[src/rtl/vram_arbiter.sv]
// Single-port sprite VRAM arbiter: scan-out reads have strict priority, host
// accesses use a req/ack handshake and fill the free issue slots.
module vram_arbiter #(
  parameter int ADDR_WIDTH        = 10,
  parameter int DATA_WIDTH        = 8,
  parameter bit BLANK_ONLY_WRITES = 1'b1
) (
  input  logic                  clk,
  input  logic                  rst,
  input  logic                  video_enable,
  input  logic                  vid_req,
  input  logic [ADDR_WIDTH-1:0] vid_addr,
  output logic [DATA_WIDTH-1:0] vid_data,
  output logic                  vid_valid,
  input  logic                  host_req,
  input  logic                  host_we,
  input  logic [ADDR_WIDTH-1:0] host_addr,
  input  logic [DATA_WIDTH-1:0] host_wdata,
  output logic [DATA_WIDTH-1:0] host_rdata,
  output logic                  host_ack,
  output logic                  host_busy,
  output logic [ADDR_WIDTH-1:0] mem_addr,
  output logic                  mem_write,
  output logic [DATA_WIDTH-1:0] mem_wdata,
  input  logic [DATA_WIDTH-1:0] mem_rdata
);

  typedef enum logic [1:0] {IDLE, PEND, RD_WAIT, DONE} state_t;

  state_t                  state, state_nx;
  logic                    rd_cnt, rd_cnt_nx;
  logic                    pend_we;
  logic [ADDR_WIDTH-1:0]   pend_addr;
  logic [DATA_WIDTH-1:0]   pend_wdata;
  logic [1:0]              vid_tag;
  logic                    host_grant;

  // Writes may be held off during active display to avoid tearing; reads never are.
  assign host_grant = (state == PEND) && !vid_req &&
                      (!pend_we || !BLANK_ONLY_WRITES || !video_enable);

  assign host_ack  = (state == DONE);
  assign host_busy = (state != IDLE);

  always_comb begin
    // NOTE: every signal assigned here gets a default first so no latch is inferred.
    state_nx  = state;
    rd_cnt_nx = rd_cnt;
    case (state)
      IDLE:    if (host_req) state_nx = PEND;
      PEND: begin
        if (host_grant) begin
          if (pend_we) begin
            state_nx = DONE;
          end else begin
            state_nx  = RD_WAIT;
            rd_cnt_nx = 1'b1;
          end
        end
      end
      RD_WAIT: begin
        if (rd_cnt == 1'b0) state_nx = DONE;
        else                rd_cnt_nx = 1'b0;
      end
      DONE:    state_nx = IDLE;
      default: state_nx = IDLE;
    endcase
  end

  // NOTE: all state below uses non-blocking assignments so every register
  // samples pre-edge values regardless of statement order.
  always_ff @(posedge clk or posedge rst) begin
    if (rst) begin
      state      <= IDLE;
      rd_cnt     <= 1'b0;
      pend_we    <= 1'b0;
      pend_addr  <= '0;
      pend_wdata <= '0;
      host_rdata <= '0;
    end else begin
      state  <= state_nx;
      rd_cnt <= rd_cnt_nx;
      if (state == IDLE && host_req) begin
        pend_we    <= host_we;
        pend_addr  <= host_addr;
        pend_wdata <= host_wdata;
      end
      if (state == RD_WAIT && rd_cnt == 1'b0) host_rdata <= mem_rdata;
    end
  end

  // VRAM issue port: at most one access loaded per edge, video first.
  always_ff @(posedge clk or posedge rst) begin
    if (rst) begin
      mem_addr  <= '0;
      mem_write <= 1'b0;
      mem_wdata <= '0;
    end else if (vid_req) begin
      mem_addr  <= vid_addr;
      mem_write <= 1'b0;
    end else if (host_grant) begin
      mem_addr  <= pend_addr;
      mem_write <= pend_we;
      if (pend_we) mem_wdata <= pend_wdata;
    end else begin
      mem_write <= 1'b0;
    end
  end

  // Tag shift register tracks video reads through the SRAM's registered output.
  always_ff @(posedge clk or posedge rst) begin
    if (rst) begin
      vid_tag   <= '0;
      vid_valid <= 1'b0;
      vid_data  <= '0;
    end else begin
      vid_tag   <= {vid_tag[0], vid_req};
      vid_valid <= vid_tag[1];
      if (vid_tag[1]) vid_data <= mem_rdata;
    end
  end

endmodule

[config.mk]
export PLATFORM = sky130hd
export DESIGN_NAME = vram_arbiter
export DESIGN_NICKNAME = d
export VERILOG_FILES = /design/src/rtl/vram_arbiter.sv
export SDC_FILE = /design/constraint.sdc
export NUM_CORES = 1
export LEC_CHECK = 0
export ABC_AREA = 1
export CORE_UTILIZATION = 47
export DETAILED_ROUTE_END_ITERATION = 7
export PLACE_DENSITY = 0.81
export SETUP_SLACK_MARGIN = 0.3
export SLEW_MARGIN = 5
export SYNTH_ARGS = -nofsm -noshare
export SYNTH_HDL_FRONTEND = slang
export SYNTH_SLANG_ARGS = --single-unit
export TNS_END_PERCENT = 10
[constraint.sdc]
create_clock -name clk -period 4.91 [get_ports clk]
set_input_delay 1.473 -clock clk [delete_from_list [all_inputs] [get_ports clk]]
set_output_delay 1.473 -clock clk [all_outputs]
set_load 0.05 [all_outputs]
* Word-level counts from Yosys, hierarchy flattened
Index checks and enable logic that the tools add are counted.
Cells by class: add/subtract/negate cells 0, multiply operators 0, divide/modulo/power cells 0, magnitude comparators 0, eq/ne operators 7, shifts and indexed selects 0, mux-type cells 12, bitwise logic cells 2, reductions and logical operators 15
Operator list (count):
- $mux W10 | 2
- $reduce_and A3 Y1 | 3
- $ne A2 B2 Y1 const B | 4
- $pmux W2 S4 | 1
- $mux W2 | 3
- $reduce_bool A2 Y1 | 3
- $mux W1 | 5
- $eq A2 B2 Y1 const B | 2
- $logic_and A1 B1 Y1 | 4
- $logic_not A1 Y1 | 3
- $eq A2 B1 Y1 const B | 1
- $logic_not A2 Y1 | 1
- $not A1 Y1 | 2
- $pmux W1 S2 | 1
- $logic_or A1 B1 Y1 | 1
Word-level totals: register bits after elaboration 60, bits in latches 0, bits in writable memories 0, ROM bits 0, input bits 42, output and inout bits 38, logic and storage cells 48, memories 0

* Depth between registers and ports, before layout
depth after elaboration 5, mapped depth 8, gate-level depth less buffers 7

* Least setup slack after synthesis
No wires, ideal clock.
kind flip-flop to output port, start register state[0], end output port host_busy, data arrival time 1.005 ns, required time 3.437 ns, path slack 2.432 ns, stages on the path, launching flop included 4, path buffers 0, path through dfrtp_1 -> inv_1 -> ha_1 -> inv_1
Between the ends: longest elaborated chain between the ends 1
Ends and longest elaborated chain:
- start, declared | line 30 | state_t state, state_nx;
- start signal, assigned | line 81 | state <= state_nx;
- $reduce_bool A2 Y1 | line 43 | assign host_busy = (state != IDLE);
- end, declared | line 21 | output logic host_busy,
No other way between the ends.

* Final worst setup path
start input port vid_req, end register state[1]
Between the ends: longest elaborated chain between the ends 5
Ends and longest elaborated chain:
- start, declared | line 11 | input logic vid_req,
- $logic_not A1 Y1 | line 39 | assign host_grant = (state == PEND) && !vid_req &&
- $logic_and A1 B1 Y1 (2 in series) | line 39
- $ne A2 B2 Y1 (no source line)
- $reduce_and A3 Y1 (no source line)
No other way between the ends. A chain may end at the register's enable or synchronous reset.

==> results.py <==
metrics = {
    "flow_run": {
        "cap_violations": 0,
    },
    "place": {
        "gp_congestion": 0.870,
        "dp_hpwl_um": 3820,
        "port_buffers": 79,
        "place_ws_ns": 1.13,
        "dpl.cell_count": 374,
    },
    "power": {
        "ir_worst_vdd_v": 0.000436,
        "power.leakage_uw": 0.00162,
        "power.density_mw_per_mm2": 647,
    },
    "synth": {
        "synthTopCellsByCount": "dfrtp_1, nand2_1, nand3_1",
        "synth_top_family_by_area": "simple AND/OR/NAND/NOR gates",
        "synth_area_mm2": 0.00253,
        "yosys.area_share.simple_pct": 18.1,
        "syn-instance-count": 236,
        "synth_area_leader_cell": "dfrtp_1",
        "yosysMostFrequentCell": "dfrtp_1",
        "synth-seq-cells": 60,
        "async_reset_ff_share_pct": 100,
        "syn_avg_cell_area_um2": 10.7,
        "yosysSeqAreaShare_pct": 59.4,
        "syn_nets": 283,
        "ys_types": 22,
        "synth_xor_area_share_pct": 0,
        "synth_edf_count": 0,
        "synth_compound_area_share_pct": 6.64,
        "synth_top_cell_area_share_pct": 59.4,
        "synthAdderAreaFrac_pct": 2.48,
        "synth_ff_type": "dfrtp_1",
        "yosysWarnings": 0,
        "netlist_top_cells_area": "dfrtp_1, mux2_2, nand2_1",
        "synth.area.mux_share_pct": 8.02,
    },
    "global_routing": {
        "grt_max_degree": 41,
        "antenna_found_initial": 0,
        "globalRoute.totalOverflow": 0,
        "grt_usage_pct": 21.1,
        "grt_pass1_vias": 1894,
        "grt_pass1_wl_um": 8520,
    },
    "floorplanning": {
        "die_width_um": 75.3,
        "std_cell_rows": 26,
        "ios": 80,
        "die_h_um": 75.3,
        "design.core.area_mm2": 0.00514,
        "initial_core_util_pct": 49.1,
        "die_area_mm2": 0.00567,
    },
    "clocking": {
        "cts_tree": "built",
        "clk_pin_slew_ns": 0.06,
        "htree_levels": 3,
        "clockBufferDepth": 2,
        "root_buffer": "clkbuf_8",
        "clk_latency_ns": 0.33,
        "cts_buffers": 9,
        "post-cts-setup-buffers": 0,
        "cts-resized-gates": 0,
        "cts.sinks": 60,
        "cts_hold_buf": 0,
    },
    "finish": {
        "nets": 362,
        "drive_gt1_share_pct": 15.0,
        "finalNonFillerCells": 390,
        "fill_cells": 408,
        "diodes": 0,
        "syn_to_final_growth_pct": 40.8,
    },
    "timing": {
        "fmax_mhz": 289,
        "fin_setup_tns_ns": 0,
        "whs_ns": 0.348,
        "max-slew-margin-rel_pct": 46.4,
        "clock-skew-final_ns": 0.00383,
        "hold_viol_final": 0,
        "post-route-period-util_pct": 70.5,
        "rsz0062_at_grt": "false",
        "drv_slew": 0,
        "fin_crit_ns": 3.46,
        "tightest_slew_ns": 0.801,
        "setup_viol": 0,
        "setup_ws_ns": 1.45,
    },
    "detailed_routing": {
        "vias": 1920,
        "wl_per_cell_um": 13.6,
        "first_iter_violations": 127,
        "drtAntennaViolNets": 0,
        "vias_per_cell": 4.92,
        "finalWirelength_um": 5320,
        "drtPass1Iterations": 4,
        "drc": 0,
    },
    "critical_path": {
        "critPathMaxFanout": 22,
        "crit_required_ns": 5.13,
        "worst_setup_path_end_kind": "register",
        "crit_arrival_ns": 3.69,
        "worstSetupStartpointType": "input port",
        "worstSetupPathType": "in2reg",
    },
    "worst_hold_path": {
        "holdCritPathClass": "reg2reg",
    },
    "status": {
        "outcome": "finished, final reports clean",
    },
}
## final cells by class
class	count	area (um^2)	share of cell area, %
sequential	60	1500	42.2
multi-input combinational	148	891	25.1
timing repair buffer	80	798	22.4
clock buffer	12	145	4.08
tap	70	87.6	2.46
clock inverter	4	72.6	2.04
inverter	16	60.1	1.69
## sequential cells by signal, indices dropped and copies added (netlist names)
name	flops
mem_addr	10
pend_addr	10
host_rdata	8
mem_wdata	8
pend_wdata	8
vid_data	8
state	2
vid_tag	2
mem_write	1
pend_we	1
rd_cnt	1
vid_valid	1
## cells by family (layout without fill, tap and decap cells)
family                     count (synthesis)  count (layout)
DFF                                       60              60
adders and majority gates                  5               5
AOI/OAI and AO/OA                         27              27
and+or+nand+nor                           98              98
muxes                                     18              18
buffers and inverters                     28             112
## per-stage QoR
step                      util [%]  total power, uW  cell area, um^2
final                         69.2             2300             3560
after global routing          69.2             2430             3560
after CTS                     69.2             2320             3560
after detailed placement      64.9             1830             3340
after global placement        64.9             1800             3340
after floorplan                  -             1520             2530
## layer usage
| layer | GRT usage [%] | up-vias | share of wire (%) |
|---|---|---|---|
| li1 | - | 938 | - |
| met1 | 25.5 | 904 | 44 |
| met2 | 33.7 | 68 | 47 |
| met3 | 6.22 | 10 | 7.4 |
| met4 | 12.3 | 0 | 2.3 |
| met5 | 0 | - | 0 |
## final timing paths
| path | startpoint | slack [ns] | to | cells past startpoint |
|---|---|---|---|---|
| worst min register to register | vid_tag[0] | 0.35 | vid_tag[1] | 0 |
| max in group asynchronous | rst | 2.51 | pend_addr[0] | 3 |
| worst min-delay path | vid_tag[0] | 0.35 | vid_tag[1] | 0 |
| min in group asynchronous | rst | 1.61 | host_rdata[3] | 2 |
| worst max register to register | state[1] | 2.80 | state[1] | 7 |
| worst max-delay path | vid_req | 1.45 | state[1] | 7 |
## cells in the final DEF (no fill, tap or decap)
cell type / count
clkdlybuf4s50_1: 79
dfrtp_1: 60
nand3_1: 24
mux2_2: 18
buf_4: 1
bufinv_16: 2
nand3_2: 1
nand2_4: 1
nand2_1: 49
o21ai_0: 8
nand4_1: 9
clkinv_2: 1
nand2_2: 2
nor2_8: 1
clkbuf_1: 2
clkinvlp_4: 1
nor2_1: 10
o21ai_2: 8
clkbuf_8: 10
inv_1: 14
or2_1: 1
o21a_1: 1
ha_1: 5
inv_2: 2
a21oi_1: 10
## report_power, final
| group | total [uW] | internal [uW] | switching [uW] |
|---|---|---|---|
| registers | 797 | 681 | 116 |
| logic | 1020 | 377 | 640 |
| clock network | 485 | 299 | 186 |
## critical path, cell delays in order
cell and delay [ns]:
clkdlybuf4s50_1 0.60, inv_1 0.56, nand3_2 0.53, nand2_1 0.30, nand2_1 0.10, nand2_1 0.07, nand2_1 0.05
(Power assumes the default switching activity.)
==> edit 1 (same flow settings) <==
`BLANK_ONLY_WRITES`: 1'b1 -> 1'b0.
--- a/src/rtl/vram_arbiter.sv
+++ b/src/rtl/vram_arbiter.sv
@@ -3,7 +3,7 @@
 module vram_arbiter #(
   parameter int ADDR_WIDTH        = 10,
   parameter int DATA_WIDTH        = 8,
-  parameter bit BLANK_ONLY_WRITES = 1'b1
+  parameter bit BLANK_ONLY_WRITES = 1'b0
 ) (
   input  logic                  clk,
   input  logic                  rst,
Check against the original RTL: not equivalent (Yosys sat finds a counterexample within 4 cycles, from zero or initial values and one cycle with rst high).
==> edit 1 against the original RTL <==
- total power is 1.9% lower
- area after synthesis is 2.6% lower
- final area is 2.0% lower
- sequential share of layout area is 0.85 points higher
- wire length is 3.0% higher
- synthesized cell count is 15% higher
- clock power is 13% lower
- first-iteration DRC count is 44% higher
- sequential cell count stayed put
- final cell count is 9.2% higher
- sequential power hardly changed
- setup slack worse by 0.23 ns
- worst hold slack worse by 0.0040 ns
- largest cell class unchanged
==> edit 1: results (changes against the original RTL) <==
Multi-input gate area=825 sq um (-7.4%); DP HPWL=3850 um (+0.87%); most common library cells after synthesis=110 x nand2_1, 60 x dfrtp_1, 32 x nand3_1; maximum VDD drop=0.000362 V (-17%); worst stage delay on the critical path=0.80 ns (+0.20 ns); fmax=271 MHz (-6.2%); syn nets=319 (+13%); reg-to-reg startpoint=state[0]; worst-path fanout max=20 (-9.1%); top cells by area, synth=dfrtp_1 61%, nand2_1 17%, nand3_1 6.5%; status=finished, final reports clean; share of cells above drive strength 1=0.0696 (-0.0804); crit path to=host_busy; startpoint types=register; Filler Cells Inserted=371 (-9.1%); worst slack, placed=1.58 ns (+0.453 ns); first-pass GRT wire length=8850 um (+3.8%); Lkg Pwr=1.72 nW (+5.9%); FF-to-FF End=pend_we; Routed WL per cell=12.9 um (-5.7%); sw frac=0.442 (+0.0320); Least-Margin Pin Slew=1.02 ns (+0.220 ns); placed cell area=3290 sq um (-1.5%); sequential-to-total area share from yosys stat=0.610 (+0.0160); worst reg-to-reg setup slack=3.01 ns (+0.21 ns); Reg2Reg Depth=6 (-1)
edit 1: worst min path at each step:
| stage | start | end | slack, ns | cells after the start |
|---|---|---|---|---|
| 5_1_grt | vid_tag[0] | vid_tag[1] | 0.35 | 0 |
| 3_5_place_dp | vid_tag[0] | vid_tag[1] | 0.34 | 0 |
| 6_report | vid_tag[0] | vid_tag[1] | 0.34 | 0 |
| 4_1_cts | vid_tag[0] | vid_tag[1] | 0.34 | 0 |
| 2_1_floorplan | vid_tag[0] | vid_tag[1] | 0.33 | 0 |
| 3_3_place_gp | vid_tag[0] | vid_tag[1] | 0.33 | 0 |
edit 1: stage by stage:
| stage | hold WS [ns] | cells |
|---|---|---|
| after detailed placement | 0.336 | 410 |
| final | 0.344 | 426 |
| after CTS | 0.345 | 426 |
| after global placement | 0.333 | 410 |
| after floorplan | 0.331 | 271 |
| after global routing | 0.347 | 426 |
edit 1: cell families after synthesis:
group / count (synthesis) / share of synthesized area
and+or+nand+nor: 157 / 0.263
DFF: 60 / 0.610
buffers and inverters: 29 / 0.0544
AOI/OAI and AO/OA: 18 / 0.0366
adders and majority gates: 6 / 0.0305
muxes: 1 / 0.00458
edit 1: power groups by stage:
stage / Combinational [W] / Clock, W / Sequential (W)
6_report: 0.00104 / 0.000421 / 0.000799
5_1_grt: 0.00113 / 0.000448 / 0.000820
4_1_cts: 0.00104 / 0.000431 / 0.000799
3_5_place_dp: 0.00104 / 0 / 0.000803
3_3_place_gp: 0.00101 / 0 / 0.000795
2_1_floorplan: 0.000376 / 0 / 0.00113
edit 1: cell type report:
class,instances,area share
clock buffer,13,0.0513
clock inverter,3,0.00538
sequential,60,0.431
timing repair buffer,81,0.230
multi-input combinational,182,0.237
tap,67,0.0240
inverter,20,0.0215
edit 1: metal layers:
layer / vias to the layer above / wire (um) / global-route usage
li1: 1016 / - / -
met1: 989 / 2350 / 0.261
met2: 68 / 2680 / 0.369
met3: 8 / 379 / 0.0772
met4: 0 / 68 / 0.0734
met5: - / 0 / 0
==> edit 2 (config.mk and constraints unchanged) <==
Without the edit above. Re-encode `state_t` (4 states) as one-hot, 4 bits wide.
--- a/src/rtl/vram_arbiter.sv
+++ b/src/rtl/vram_arbiter.sv
@@ -25,7 +25,7 @@
   input  logic [DATA_WIDTH-1:0] mem_rdata
 );
 
-  typedef enum logic [1:0] {IDLE, PEND, RD_WAIT, DONE} state_t;
+  typedef enum logic [3:0] {IDLE = 4'b0001, PEND = 4'b0010, RD_WAIT = 4'b0100, DONE = 4'b1000} state_t;
 
   state_t                  state, state_nx;
   logic                    rd_cnt, rd_cnt_nx;
Check against the original RTL: no difference found for any inputs over 10 cycles, from zero or initial values and one cycle with rst high; not proved beyond that.
==> edit 2 against the original RTL <==
- wire length up 1.9%
- total power shrank 9.4%
- sequential cell count grew 2
- area after synthesis up 0.74%
- largest cell class unchanged
- count of clock-buffer cells in the layout fell by 2
- combinational power fell by 15%
- fmax is 2.1% higher
- final area grew 0.25%
- setup slack improved by 0.073 ns
==> edit 2: results (changes against the original RTL) <==
syn nets=320 (+13%); routability cong.=0.875 (+0.62%); Nets=401 (+11%); Hold WS=0.357 ns (+0.00834 ns); clock network power share=0.207 (-0.004); vias in the first global route=1963 (+3.6%); first-pass GRT wire length=8720 um (+2.3%); Combinational Power Share=0.416 (-0.026); HP Class=reg -> reg; sequential-to-total area share from yosys stat=0.610 (+0.0158); post-synth top area share=0.600 (+0.00545); initial DRC count=114 (-10%); share of cells above drive strength 1=0.0992 (-0.0508); Lkg Pwr=1.71 nW (+5.1%); vias=2080 (+8.3%); top cells by area, synth=dfrtp_1 60%, nand2_1 18%, o21ai_0 5.3%; placed cell area=3380 sq um (+1.2%); Hold Crit Endpoint=vid_tag[1]; adder-cell share of the synthesized area=0 (-0.0248); most used standard cell by instance count after synthesis=nand2_1; Setup Fix Bufs, Post-CTS=0 (unchanged); maximum VDD drop=0.000335 V (-23%); status=finished, final reports clean; Filler Cells Inserted=408 (unchanged); worst reg-to-reg setup slack=3.17 ns (+0.37 ns); DP HPWL=3920 um (+2.5%); TritonRoute pass-1 iters=4 (unchanged); FF-to-FF End=pend_wdata[7]; Slew HR=0.342 (-0.122); Internal Power=0.00121 W (-11%); largest net degree at the start of global routing=50 (+22%); routed wire length=5420 um (+1.9%); Tot GR Track Use=0.213 (+0.00183); mux contribution to synthesized area=0.0354 (-0.0448)
## edit 2: changes by cell type after synthesis, moves of 10 or more
| cell | unedited run | this run |
|---|---|---|
| nand2_1 | 49 | 121 |
| o21ai_0 | 8 | 27 |
| mux2_2 | 18 | 8 |
| a21oi_1 | 10 | 0 |
## edit 2: area by class of cell
type / count / area [sq um] / area share
clock buffers: 10 / 138 / 0.0386
clock inverters: 5 / 50.0 / 0.0140
inverters: 19 / 73.8 / 0.0207
multi-input cells: 187 / 865 / 0.243
flip-flops and latches: 62 / 1550 / 0.436
well taps: 70 / 87.6 / 0.0246
repair buffers: 80 / 798 / 0.224
## edit 2: worst max-delay path, cell delays in order, from the launching register on
cell and delay [ns]:
dfrtp_1 0.40, nor2_1 0.20, nand2_1 0.08, nor2_1 0.09, clkdlybuf4s50_1 0.81
## edit 2: metrics by stage
stage	cells	setup slack (ns)	power, W
after floorplan	278	1.90	0.00138
after global placement	418	1.38	0.00164
after detailed placement	418	1.22	0.00167
after CTS	433	1.51	0.00210
after global routing	433	1.24	0.00222
final	433	1.52	0.00208
## edit 2: worst max path at each step
stage                     startpoint            end  depth (start not counted)
after floorplan                  rst  host_rdata[0]                          1
final                       state[1]       host_ack                          4
after global routing         vid_req    mem_addr[9]                          6
after global placement       vid_req    mem_addr[4]                          6
after CTS                   state[1]       host_ack                          4
after detailed placement     vid_req    mem_addr[1]                          6
## edit 2: metal layers
layer,wire (um),vias up,track usage,part of all wire
li1,-,1036,-,-
met1,2380,957,0.252,0.44
met2,2590,73,0.356,0.48
met3,286,14,0.0516,0.053
met4,164,0,0.119,0.030
met5,0,-,0,0
